$ cat src/rtl/pwm_pkg.sv
// Shared types and constants for the PWM generator's SPI front end.
package pwm_pkg;

   localparam int SPI_BYTE_W = 8;
   localparam int SPI_CNT_W  = 3;
   localparam int SPI_LOAD_W = 2;

   typedef logic [SPI_BYTE_W-1:0] spi_byte_t;
   typedef logic [SPI_CNT_W-1:0]  spi_cnt_t;
   typedef logic [SPI_LOAD_W-1:0] spi_load_t;

   typedef enum logic {
      IDLE   = 1'b0,
      ACTIVE = 1'b1
   } spi_state_t;

   // MSB-first shift: the oldest bit leaves at the top, the new bit enters at the bottom.
   function automatic spi_byte_t shift_in(input spi_byte_t sr, input logic bit_in);
      return {sr[SPI_BYTE_W-2:0], bit_in};
   endfunction

endpackage

$ cat src/rtl/sync_ff.sv
// Multi-stage flip-flop synchronizer for one asynchronous pin, with a configurable reset value.
module sync_ff #(
   parameter int   DEPTH   = 2,
   parameter logic RST_VAL = 1'b0
) (
   input  logic clk,
   input  logic rst,
   input  logic d_i,
   output logic q_o
);

   logic [DEPTH-1:0] stage_q;

   // Shift the pin through the chain; the last stage is the synchronized value.
   always_ff @(posedge clk) begin
      // NOTE: registers use <= so every stage samples the previous stage's old value.
      if (rst) stage_q <= {DEPTH{RST_VAL}};
      else     stage_q <= {stage_q[DEPTH-2:0], d_i};
   end

   assign q_o = stage_q[DEPTH-1];

endmodule

$ cat src/rtl/spi_bridge.sv
// SPI mode-0 slave front end: oversampled pins, byte deserializer with a one-cycle
// strobe toward instr_dcd, and a MISO serializer reloaded from instr_dcd's data_out.
module spi_bridge
   import pwm_pkg::*;
#(
   parameter int SYNC_STAGES = 2,
   parameter int LOAD_DLY    = 2
) (
   input  logic                  clk,
   input  logic                  rst,
   input  logic                  sclk,
   input  logic                  cs_n,
   input  logic                  mosi,
   output logic                  miso,
   output logic                  byte_sync,
   output logic [SPI_BYTE_W-1:0] data_in,
   input  logic [SPI_BYTE_W-1:0] data_out
);

   localparam spi_load_t LOAD_INIT = spi_load_t'(LOAD_DLY);
   localparam spi_cnt_t  LAST_BIT  = spi_cnt_t'(SPI_BYTE_W - 1);

   logic sclk_s, cs_n_s, mosi_s;
   logic sclk_d1_q, cs_n_d1_q;
   logic sclk_rise, sclk_fall, cs_fall, cs_rise;

   spi_state_t state_q, state_d;
   spi_cnt_t   bit_cnt_q, bit_cnt_d;
   spi_byte_t  rx_sr_q, rx_sr_d;
   spi_byte_t  tx_sr_q, tx_sr_d;
   spi_byte_t  data_in_q, data_in_d;
   logic       byte_sync_q, byte_sync_d;
   logic       miso_q, miso_d;
   spi_load_t  load_cnt_q, load_cnt_d;

   sync_ff #(.DEPTH(SYNC_STAGES), .RST_VAL(1'b0)) u_sync_sclk (
      .clk (clk),
      .rst (rst),
      .d_i (sclk),
      .q_o (sclk_s)
   );

   sync_ff #(.DEPTH(SYNC_STAGES), .RST_VAL(1'b1)) u_sync_cs_n (
      .clk (clk),
      .rst (rst),
      .d_i (cs_n),
      .q_o (cs_n_s)
   );

   sync_ff #(.DEPTH(SYNC_STAGES), .RST_VAL(1'b0)) u_sync_mosi (
      .clk (clk),
      .rst (rst),
      .d_i (mosi),
      .q_o (mosi_s)
   );

   // Edges are the last sync stage against one extra registered copy.
   assign sclk_rise =  sclk_s & ~sclk_d1_q;
   assign sclk_fall = ~sclk_s &  sclk_d1_q;
   assign cs_fall   = ~cs_n_s &  cs_n_d1_q;
   assign cs_rise   =  cs_n_s & ~cs_n_d1_q;

   // Next-state logic: frame control, RX deserializer, TX serializer and reload timer.
   always_comb begin
      // NOTE: every variable gets a default first so no path leaves it unassigned (no latch).
      state_d     = state_q;
      bit_cnt_d   = bit_cnt_q;
      rx_sr_d     = rx_sr_q;
      tx_sr_d     = tx_sr_q;
      data_in_d   = data_in_q;
      byte_sync_d = 1'b0;
      load_cnt_d  = load_cnt_q;

      unique case (state_q)
         IDLE: begin
            if (cs_fall) begin
               state_d    = ACTIVE;
               bit_cnt_d  = '0;
               tx_sr_d    = data_out;
               load_cnt_d = '0;
            end
         end
         ACTIVE: begin
            if (cs_rise) begin
               // Abort: a partial byte is dropped, even if an sclk rise lands in this cycle.
               state_d    = IDLE;
               bit_cnt_d  = '0;
               load_cnt_d = '0;
            end else begin
               if (load_cnt_q != '0) load_cnt_d = load_cnt_q - spi_load_t'(1);

               if (sclk_rise) begin
                  rx_sr_d   = shift_in(rx_sr_q, mosi_s);
                  bit_cnt_d = bit_cnt_q + spi_cnt_t'(1);
                  if (bit_cnt_q == LAST_BIT) begin
                     data_in_d   = shift_in(rx_sr_q, mosi_s);
                     byte_sync_d = 1'b1;
                     load_cnt_d  = LOAD_INIT;
                  end
               end

               // The reload beats a same-cycle fall; a fall on the byte boundary never shifts.
               if (load_cnt_q == spi_load_t'(1)) begin
                  tx_sr_d = data_out;
               end else if (sclk_fall && (bit_cnt_q != '0)) begin
                  tx_sr_d = {tx_sr_q[SPI_BYTE_W-2:0], 1'b0};
               end
            end
         end
         default: state_d = IDLE;
      endcase

      // MISO is registered from the next TX MSB so it moves one cycle after the synced fall.
      miso_d = (state_d == ACTIVE) ? tx_sr_d[SPI_BYTE_W-1] : 1'b0;
   end

   // State register with synchronous reset of every field.
   always_ff @(posedge clk) begin
      if (rst) begin
         sclk_d1_q   <= 1'b0;
         cs_n_d1_q   <= 1'b1;
         state_q     <= IDLE;
         bit_cnt_q   <= '0;
         rx_sr_q     <= '0;
         tx_sr_q     <= '0;
         data_in_q   <= '0;
         byte_sync_q <= 1'b0;
         miso_q      <= 1'b0;
         load_cnt_q  <= '0;
      end else begin
         sclk_d1_q   <= sclk_s;
         cs_n_d1_q   <= cs_n_s;
         state_q     <= state_d;
         bit_cnt_q   <= bit_cnt_d;
         rx_sr_q     <= rx_sr_d;
         tx_sr_q     <= tx_sr_d;
         data_in_q   <= data_in_d;
         byte_sync_q <= byte_sync_d;
         miso_q      <= miso_d;
         load_cnt_q  <= load_cnt_d;
      end
   end

   assign miso      = miso_q;
   assign byte_sync = byte_sync_q;
   assign data_in   = data_in_q;

endmodule
$ cat config.mk
export PLATFORM = sky130hd
export DESIGN_NAME = spi_bridge
export DESIGN_NICKNAME = d
export VERILOG_FILES = /design/src/rtl/pwm_pkg.sv /design/src/rtl/sync_ff.sv /design/src/rtl/spi_bridge.sv
export SDC_FILE = /design/constraint.sdc
export NUM_CORES = 1
export LEC_CHECK = 0
export CORE_ASPECT_RATIO = 1.75
export CORE_MARGIN = 2
export CORE_UTILIZATION = 35
export CTS_BUF_LIST = sky130_fd_sc_hd__clkbuf_4 sky130_fd_sc_hd__clkbuf_8 sky130_fd_sc_hd__clkbuf_16
export DETAILED_ROUTE_END_ITERATION = 6
export GPL_ROUTABILITY_DRIVEN = 0
export HOLD_SLACK_MARGIN = 0.1
export PLACE_DENSITY = 0.52
export SLEW_MARGIN = 20
export SYNTH_ARGS = -nofsm -noshare
export SYNTH_HDL_FRONTEND = slang
export SYNTH_SLANG_ARGS = --single-unit
$ cat constraint.sdc
create_clock -name clk -period 4.8 [get_ports clk]
set_clock_uncertainty 0.2 [all_clocks]
set_input_delay 1.2 -clock clk [delete_from_list [all_inputs] [get_ports clk]]
set_output_delay 1.2 -clock clk [all_outputs]
set_load 0.01 [all_outputs]
==> out/results.ini <==
[drt]
vias=1322
dr_wl_met3_um=125
post_drt_wl_per_cell_um=13.5
ant_nets=0
post_drt_via_cell_ratio=5.10
top_layer_used=met4
first_iter_violations=27
dr_wl_met2_um=1860
wl_met1_um=1410
postRouteWirelength_um=3490
drt_pre_antenna_iters=4
drcViolationCount=0

[power_and_ir_drop]
power_frac_clock=0.364
combinational_cell_fraction_of_total_power=0.085
cell_internal_power_w=0.000457
p_leak_nw=0.673
total_power_w=0.000611
p_switching_w=0.000153
power_density_nw_per_um2=307
power_frac_seq=0.551
vdd_ir_drop_max_mv=0.227
power_switching_share=0.251

[logic_synthesis]
yosys_synthesis_warning_count=0
yosys.area.top_type=sky130_fd_sc_hd__dfxtp_1
number_of_nets_in_the_synthesized_netlist=203
synth.distinct_cells=36
netlist.area_leader.share=0.463
synth-edff-count=0
netlist_top_cells_area=sky130_fd_sc_hd__dfxtp_1 (46%), sky130_fd_sc_hd__a21oi_1 (7.4%), sky130_fd_sc_hd__nand2_1 (6.4%), sky130_fd_sc_hd__a221oi_2 (5.3%), sky130_fd_sc_hd__buf_6 (3.3%)
async_reset_ff_frac=0
synthCells=187
yosys.cell_count.top_type=sky130_fd_sc_hd__dfxtp_1
avgSynthCellArea_um2=9.03
dominantRegCellSynth=sky130_fd_sc_hd__dfxtp_1
ys_seq_elements=39
synth_area_um2=1690
seq_area_frac_synth=0.463
synth_common_cells=sky130_fd_sc_hd__dfxtp_1 (39), sky130_fd_sc_hd__nand2_1 (29), sky130_fd_sc_hd__a21oi_1 (25)

[grt]
grt_start_max_net_pins=23
number_of_global_route_vias_before_repair=1320
grt_util_all_layers=0.142
grt_antenna_before_repair=0
global_route.overflow_total=0
global_route_wire_length_before_repair_um=5910

[sta]
tns_ns=0
max_freq_ghz=0.363
timing.final.crit_share=0.574
rsz0062_at_grt=false
final_hold_viol_count=0
drv_slew=0
tightest_slew_ns=0.926
slew_headroom=0.381
final.min_clock_period_ns=2.75
count_of_final_setup_violators=0

[setup_path]
regToRegSetupSlack_ns=2.83
setup.worst_path.start_class=primary input
worstPathMaxFanout=22
critPathKind=primary input to register
path_delay_family=buffers and inverters
crit_path_max_incr_delay_ns=1.08
critPathArrivalTime_ns=2.73
timing.critical_path.to_type=register
timing.critical_path.required_ns=4.78
critPathBufInv=2
cp_cell_sequence=clkdlybuf4s50_1 > buf_4 > nor2_1
worst_path_max_delay_cell=sky130_fd_sc_hd__clkdlybuf4s50_1

[cts]
cts_post_setup_buffers_inserted=0
clock_tree.buffer_depth=2
clock-sinks=39
clock-root-buffer=sky130_fd_sc_hd__clkbuf_8
cts_buffers=5
cts.htree.levels=2
cts_tree=yes
cts_hold_buffers=0
clock_latency_ns=0.30
clk_pin_slew_worst_paths_ns=0.08
cts.repair.resized=0

[placement]
post-dp-hpwl_um=2440
placement.io_buffers=22

[die]
die_area_um2=5420
design.portCount=23
die_height_um=95.9
dieWidth_um=56.5
core_region_area_um2=4670
std_cell_rows=33
start_util=0.362

[outcome]
outcome=completed

[layout]
num_antenna_cells=0
post_route_cells_drive_above_1_share=0.121
syn2layout_area_growth_pct=17.6
fillCellCount=477
nets=222

[hold_path]
hold_path_class=register to register

[flow_run]
drv_cap=0

routing by layer:
layer  vias up  GRT usage
li1        672          -
met1       620      0.143
met2        23      0.263
met3         7     0.0336
met4         0     0.0833
met5         -          0
final cells by class:
class,instances,area [µm²],share of cell area
clock buffers,5,68.8,0.0347
clock inverters,3,20.0,0.0101
inverters,10,37.5,0.0189
multi-input cells,127,786,0.396
flip-flops and latches,39,781,0.393
well taps,52,65.1,0.0328
repair buffers,23,228,0.115
sequential cells by signal, summed over array words and instances, names as in the netlist:
| register | count |
|---|---|
| tx_sr_q | 8 |
| u_sync_cs_n.stage_q | 2 |
| sclk_d1_q | 1 |
| state_q | 1 |
| data_in | 8 |
| cs_n_d1_q | 1 |
| u_sync_mosi.stage_q | 2 |
| byte_sync | 1 |
| bit_cnt_q | 3 |
| miso | 1 |
| load_cnt_q | 2 |
| rx_sr_q | 7 |
| u_sync_sclk.stage_q | 2 |
final timing paths:
check	cells after the start	end	from
hold / removal	1	u_sync_cs_n.stage_q[1]$_SDFF_PP1_	u_sync_cs_n.stage_q[0]$_SDFF_PP1_
setup / recovery	3	byte_sync$_SDFF_PP0_	rst
setup reg to reg	5	data_in[4]$_SDFFE_PP0P_	bit_cnt_q[1]$_SDFFE_PP0P_
hold reg to reg	1	u_sync_cs_n.stage_q[1]$_SDFF_PP1_	u_sync_cs_n.stage_q[0]$_SDFF_PP1_
cell families after synthesis:
group | Yosys count | share of synthesized area
AO/OA/AOI/OAI | 50 | 0.216
adder cells (fa/ha/maj) | 3 | 0.0222
buffers and inverters | 21 | 0.0719
flip-flops | 39 | 0.463
multiplexers | 1 | 0.00593
AND/OR/NAND/NOR | 73 | 0.222
power groups by stage:
stage / logic [W] / clock network, W / registers, W
6_report: 0.0000517 / 0.000222 / 0.000336
5_1_grt: 0.0000573 / 0.000242 / 0.000337
4_1_cts: 0.0000523 / 0.000231 / 0.000336
3_5_place_dp: 0.0000520 / 0 / 0.000344
3_3_place_gp: 0.0000509 / 0 / 0.000344
2_1_floorplan: 0.0000387 / 0 / 0.000342
layout by cell type (no fill, tap or decap), types with 2 or more instances in the layout:
cell type,synthesis,routed
sky130_fd_sc_hd__a211oi_1,2,2
sky130_fd_sc_hd__a21oi_1,25,25
sky130_fd_sc_hd__a221oi_2,6,6
sky130_fd_sc_hd__and3_1,2,2
sky130_fd_sc_hd__clkbuf_8,0,5
sky130_fd_sc_hd__clkdlybuf4s50_1,0,22
sky130_fd_sc_hd__clkinvlp_4,0,2
sky130_fd_sc_hd__dfxtp_1,39,39
sky130_fd_sc_hd__ha_1,3,3
sky130_fd_sc_hd__inv_1,10,10
sky130_fd_sc_hd__nand2_1,29,29
sky130_fd_sc_hd__nand2b_1,2,2
sky130_fd_sc_hd__nand3_1,9,9
sky130_fd_sc_hd__nand4_1,2,2
sky130_fd_sc_hd__nor2_1,8,8
sky130_fd_sc_hd__nor2b_1,9,9
sky130_fd_sc_hd__o21ai_0,10,10
sky130_fd_sc_hd__or2_2,3,3
metrics by stage:
stage / utilization / cells / worst slack [ns] / hold slack, ns / area, µm²
final: 0.426 / 259 / 2.05 / 0.220 / 1990
after global routing: 0.426 / 259 / 1.97 / 0.235 / 1990
after CTS: 0.426 / 259 / 2.04 / 0.217 / 1990
after detailed placement: 0.407 / 251 / 1.73 / 0.197 / 1900
after global placement: 0.407 / 251 / 1.76 / 0.192 / 1900
after floorplan: - / 187 / 2.62 / 0.189 / 1690
No activity file was read; power rests on OpenSTA's default activity.
